File: src/rtl/if_fetch_stage.sv
// if_fetch_stage: instruction-fetch stage of the pipelined core.
// Owns the PC register, issues reads to a synchronous-read instruction BRAM
// and presents the IF/ID payload (pc, pc+4, instruction, valid) to decode.
// Redirects from the next-PC unit kill wrong-path fetches; hazard stalls
// freeze the PC and IF/ID while the BRAM output is captured in a hold buffer.
//
// Ports:
//   clk, rst_n       core clock, asynchronous active-low reset
//   stall_i          hazard-unit freeze of PC and IF/ID
//   back_i, npc_i    redirect taken flag and target address
//   imem_en_o        BRAM read enable (registered, 1 from first edge after reset)
//   imem_addr_o      BRAM byte address (= pc_q)
//   imem_rdata_i     BRAM data, valid one cycle after the address
//   if_pc_o          PC of the presented instruction
//   if_pc4_o         if_pc_o + 4
//   if_inst_o        presented instruction (NOP_INST when not valid)
//   if_valid_o       presented instruction is on the correct path
//   redirect_cnt_o   saturating count of redirect edges
//   bubble_cnt_o     saturating count of edges presenting no valid instruction
//
// Optional feature: define FETCH_PERF_EN to build the two performance
// counters; otherwise both counter ports are tied to zero.

module if_fetch_stage #(
  parameter logic [31:0] RESET_PC = 32'h0000_0000,
  parameter logic [31:0] NOP_INST = 32'h0000_0013
) (
  input  logic        clk,
  input  logic        rst_n,
  input  logic        stall_i,
  input  logic        back_i,
  input  logic [31:0] npc_i,
  output logic        imem_en_o,
  output logic [31:0] imem_addr_o,
  input  logic [31:0] imem_rdata_i,
  output logic [31:0] if_pc_o,
  output logic [31:0] if_pc4_o,
  output logic [31:0] if_inst_o,
  output logic        if_valid_o,
  output logic [31:0] redirect_cnt_o,
  output logic [31:0] bubble_cnt_o
);

  localparam int unsigned XLEN = 32;

  typedef enum logic [1:0] {
    S_FILL = 2'd0,
    S_RUN  = 2'd1,
    S_HOLD = 2'd2
  } state_e;

  state_e            state_q, state_d;
  logic [XLEN-1:0]   pc_q, pc_d;
  logic [XLEN-1:0]   req_pc_q, req_pc_d;
  logic              req_valid_q, req_valid_d;
  logic [XLEN-1:0]   hold_inst_q, hold_inst_d;
  logic              imem_en_q, imem_en_d;
  logic              adv;

  // State register
  always_ff @(posedge clk or negedge rst_n) begin
    if (!rst_n) begin
      state_q     <= S_FILL;
      pc_q        <= RESET_PC;
      req_pc_q    <= '0;
      req_valid_q <= 1'b0;
      hold_inst_q <= NOP_INST;
      imem_en_q   <= 1'b0;
    end else begin
      state_q     <= state_d;
      pc_q        <= pc_d;
      req_pc_q    <= req_pc_d;
      req_valid_q <= req_valid_d;
      hold_inst_q <= hold_inst_d;
      imem_en_q   <= imem_en_d;
    end
  end

  // Next-state: redirect beats stall beats advance
  always_comb begin
    state_d     = state_q;
    pc_d        = pc_q;
    req_pc_d    = req_pc_q;
    req_valid_d = req_valid_q;
    hold_inst_d = hold_inst_q;
    imem_en_d   = 1'b1;
    adv         = !stall_i && !back_i;

    if (back_i) begin
      pc_d        = {npc_i[XLEN-1:2], 2'b00};
      req_valid_d = 1'b0;
      hold_inst_d = NOP_INST;
      state_d     = S_FILL;
    end else if (stall_i) begin
      // Capture the BRAM word once; its read port moves on to pc_q.
      if (state_q == S_RUN) begin
        hold_inst_d = imem_rdata_i;
        state_d     = S_HOLD;
      end
    end else if (adv && (state_q != S_FILL || imem_en_q)) begin
      // Straight after reset the BRAM has not yet been enabled, so FILL
      // waits one edge before treating the read data as real.
      pc_d        = pc_q + XLEN'(4);
      req_pc_d    = pc_q;
      req_valid_d = 1'b1;
      state_d     = S_RUN;
    end
  end

  // IF/ID presentation
  always_comb begin
    if_inst_o = NOP_INST;
    if (req_valid_q) begin
      case (state_q)
        S_RUN:   if_inst_o = imem_rdata_i;
        S_HOLD:  if_inst_o = hold_inst_q;
        default: if_inst_o = NOP_INST;
      endcase
    end
  end

  assign imem_en_o   = imem_en_q;
  assign imem_addr_o = pc_q;
  assign if_pc_o     = req_pc_q;
  assign if_pc4_o    = req_pc_q + XLEN'(4);
  assign if_valid_o  = req_valid_q;

`ifdef FETCH_PERF_EN
  logic [XLEN-1:0] redirect_cnt_q, redirect_cnt_d;
  logic [XLEN-1:0] bubble_cnt_q, bubble_cnt_d;

  // Saturating performance counters
  always_ff @(posedge clk or negedge rst_n) begin
    if (!rst_n) begin
      redirect_cnt_q <= '0;
      bubble_cnt_q   <= '0;
    end else begin
      redirect_cnt_q <= redirect_cnt_d;
      bubble_cnt_q   <= bubble_cnt_d;
    end
  end

  always_comb begin
    redirect_cnt_d = redirect_cnt_q;
    bubble_cnt_d   = bubble_cnt_q;
    if (back_i && (redirect_cnt_q != '1)) begin
      redirect_cnt_d = redirect_cnt_q + XLEN'(1);
    end
    if (!req_valid_q && (bubble_cnt_q != '1)) begin
      bubble_cnt_d = bubble_cnt_q + XLEN'(1);
    end
  end

  assign redirect_cnt_o = redirect_cnt_q;
  assign bubble_cnt_o   = bubble_cnt_q;
`else
  assign redirect_cnt_o = '0;
  assign bubble_cnt_o   = '0;
`endif

endmodule
File: config.mk
export PLATFORM = sky130hd
export DESIGN_NAME = if_fetch_stage
export DESIGN_NICKNAME = d
export VERILOG_FILES = /design/src/rtl/if_fetch_stage.sv
export SDC_FILE = /design/constraint.sdc
export NUM_CORES = 1
export LEC_CHECK = 0
export ABC_AREA = 1
export CAP_MARGIN = 30
export CORE_UTILIZATION = 47
export CTS_CLUSTER_DIAMETER = 50
export DETAILED_ROUTE_END_ITERATION = 16
export PLACE_DENSITY_LB_ADDON = 0.12
export SLEW_MARGIN = 20
export SYNTH_ARGS = -nofsm -noshare
export SYNTH_HDL_FRONTEND = slang
export SYNTH_SLANG_ARGS = --single-unit
export TNS_END_PERCENT = 20
File: constraint.sdc
create_clock -name clk -period 4.8 [get_ports clk]
set_input_delay 0.96 -clock clk [delete_from_list [all_inputs] [get_ports clk]]
set_output_delay 0.96 -clock clk [all_outputs]
set_load 0.02 [all_outputs]
==> impl_metrics.py <==
metrics = {
    "status": {
        "status": "finished clean",
    },
    "sta": {
        "setup_tns_ns": 0,
        "finalCritPeriodShare_pct": 72.1,
        "setup_violations": 0,
        "hold_viol_final": 0,
        "slew_headroom_pct": 43.3,
        "skew_ns": 0.00892,
        "fmaxAchievable_ghz": 0.289,
        "final.min_clock_period_ns": 3.46,
        "finalMaxSlewViolations": 0,
        "rsz0062_at_grt": "false",
        "worst_slew_pin_slew_ns": 0.849,
    },
    "detailed_routing": {
        "drc": 0,
        "vias": 6193,
        "first_pass_iters": 5,
        "drt_wl_total_um": 17800,
        "wire_per_inst_um": 14.1,
        "drtAntennaViolNets": 0,
        "viasPerCell": 4.91,
        "drtIter0Drc": 410,
    },
    "worst_setup_path": {
        "cp_slowest_stage_delay_ns": 0.61,
        "arrival_ns": 2.50,
        "worstPathMaxFanout": 5,
        "cp.buffers_inverters": 2,
        "path_common_cell": "nand3_2",
        "cp_num_cells": 10,
        "worstSetupPathType": "register to output pin",
        "worstRegToRegCells": 9,
        "worstPathRequired_ns": 3.84,
        "cp_top_family": "simple AND/OR/NAND/NOR gates",
        "endpoint_kind": "output pin",
        "start_kind": "register",
        "cp_slowest_cell": "clkdlybuf4s50_1",
        "worstPathCellList": "ha_1 > nand3_2 > inv_2 > nand3_2 > nor2_4 > nand3_2 > nor2_2 > nand2_1 > nand2_1 > clkdlybuf4s50_1",
    },
    "clock_tree": {
        "clk_path_buf_depth": 2,
        "cts_inserted_buffers": 9,
        "post_cts_buffers": 0,
        "cts_tree": "yes",
        "numClockSinks": 96,
        "htreeDepth": 3,
        "clock-root-buffer": "clkbuf_16",
        "path_clk_slew_ns": 0.07,
        "ctsResizeCount": 0,
        "insertion_delay_ns": 0.35,
        "hold_buffers": 0,
    },
    "hold_path": {
        "whs_path_depth": 2,
        "min_path_type": "register to register",
    },
    "die": {
        "die-area_um2": 13900,
        "dieHeight_um": 118,
        "start_util_pct": 48.0,
        "core_um2": 13200,
        "die_w_um": 118,
        "boundaryPins": 262,
        "row_count": 42,
    },
    "layout": {
        "final_cells": 1262,
        "n_antenna_cell": 0,
        "nets": 1154,
        "final_cell_area_um2": 8410,
        "syn2layout_area_growth_pct": 32.9,
        "drive_above_1_share_pct": 5.06,
        "final_core_util_pct": 63.8,
    },
    "synth": {
        "synth_area_per_cell_um2": 7.00,
        "synthMuxAreaShare_pct": 0,
        "ys_ff_latch": 96,
        "yosys_warnings": 0,
        "yosys.area_share.adder_pct": 0.988,
        "synth_cells": 905,
        "synthesis.area_um2": 6330,
        "synth_xor_area_share_pct": 3.87,
        "synth_top_family_by_area": "simple AND/OR/NAND/NOR gates",
        "synth_ff_type": "dfrtp_1",
        "ys_top_cells_by_area": "dfrtp_1 (37%), nand2_1 (18%), buf_4 (8.3%)",
        "synth_simple_gate_area_share_pct": 30.7,
        "synthMostInstantiatedCell": "nand2_1",
        "synth_top_cell_by_area": "dfrtp_1",
        "yosysTopAreaCellShare_pct": 36.8,
        "synth.distinct_cells": 35,
        "synth_edf_count": 0,
        "ys_top_cells_by_count": "nand2_1 (299), dfrtp_1 (93), nor2_1 (86), o21ai_0 (72), inv_1 (71)",
        "ys_seq_area_share_pct": 38.0,
        "ys_async_sr_fraction_pct": 100,
        "synth_compound_area_share_pct": 11.5,
    },
    "placement": {
        "gp_congestion": 0.890,
        "detailed_place_hpwl_um": 13300,
        "placed_area_um2": 8100,
        "dp.cells": 1245,
        "io_buffers": 189,
    },
    "global_route": {
        "overflow": 0,
        "grt_pass1_wl_um": 28800,
        "grt_pass1_vias": 5665,
        "antenna_found_initial": 0,
        "grt_max_degree": 73,
        "grtUsageTotal_pct": 26.0,
    },
    "power_and_ir_drop": {
        "leakagePower_uw": 0.00374,
        "power_density_nw_per_um2": 343,
        "ir_worst_vdd_mv": 0.187,
    },
    "run": {
        "drv_cap": 0,
    },
}
## registers in the layout, summed over array words and instances (netlist names)
| name | count |
|---|---|
| if_pc_o | 30 |
| if_valid_o | 1 |
| state_q | 2 |
| imem_addr_o | 30 |
| imem_en_o | 1 |
| hold_inst_q | 32 |
## cells in the final DEF (no fill, tap or decap), types with 8 or more instances in the layout
cell type        instances
inv_1                   71
xor2_1                  21
nand3_1                 36
nor3_1                  10
clkdlybuf4s50_1        188
a21oi_1                 38
buf_4                    9
nor2_1                  85
conb_1                  71
nor2_2                   8
o21ai_0                 72
dfrtp_1                 93
nand2_1                299
clkbuf_16                9
## tightest hold or removal path: cells and delay by family (launching register included)
kind / cells / cell delay, ns
flip-flops: 1 / 0.37
AO/OA/AOI/OAI: 1 / 0.06
buffers and inverters: 1 / 0.06
## path summary, 6_finish.rpt
kind | start | slack (ns) | to
worst min register to register | hold_inst_q[1]$_DFFE_PN1P_ | 0.49 | hold_inst_q[1]$_DFFE_PN1P_
max in group asynchronous | rst_n | 3.26 | if_pc_o[7]$_DFFE_PN0P_
worst max-delay path | if_pc_o[3]$_DFFE_PN0P_ | 1.34 | if_pc4_o[24]
worst min-delay path | hold_inst_q[1]$_DFFE_PN1P_ | 0.49 | hold_inst_q[1]$_DFFE_PN1P_
worst max register to register | state_q[1]$_DFFE_PN0P_ | 2.63 | imem_addr_o[14]$_DFFE_PN0P_
min in group asynchronous | rst_n | 0.57 | if_pc_o[29]$_DFFE_PN0P_
## metal layers
metal  vias to the layer above  wire (µm)  track usage (%)
li1                       3086          -                -
met2                       256       8140             40.7
met5                         -          0                0
met1                      2824       8110             36.3
met3                        27       1160             4.31
met4                         0        404             9.46
## power breakdown
group,total (µW),internal [µW],switching (µW)
clock,728,408,320
sequential,1090,919,171
combinational,1070,459,612
## metrics by stage
stage	power [µW]	hold WS (ns)	setup slack (ns)
finish	2890	0.492	1.34
global route	3050	0.503	1.18
CTS	2900	0.490	1.32
detailed placement	2170	0.476	1.50
floorplan	1680	0.453	2.16
global placement	2160	0.469	1.53
## logic make-up after synthesis
kind of cell | count (synthesis)
simple gates | 464
buf+inv | 176
compound gates | 134
flops | 96
xor+xnor | 28
fa+ha+maj | 5
other cells | 2
## layout make-up
type                       count  area (µm²)
clock inverter                 6        67.6
timing repair buffer         198        1970
sequential                    96        2410
inverter                      74         278
fill                        1237        4780
multi-input combinational    702        3240
tap                          176         220
clock buffer                  10         229
Power figures use the tool's default switching activity.
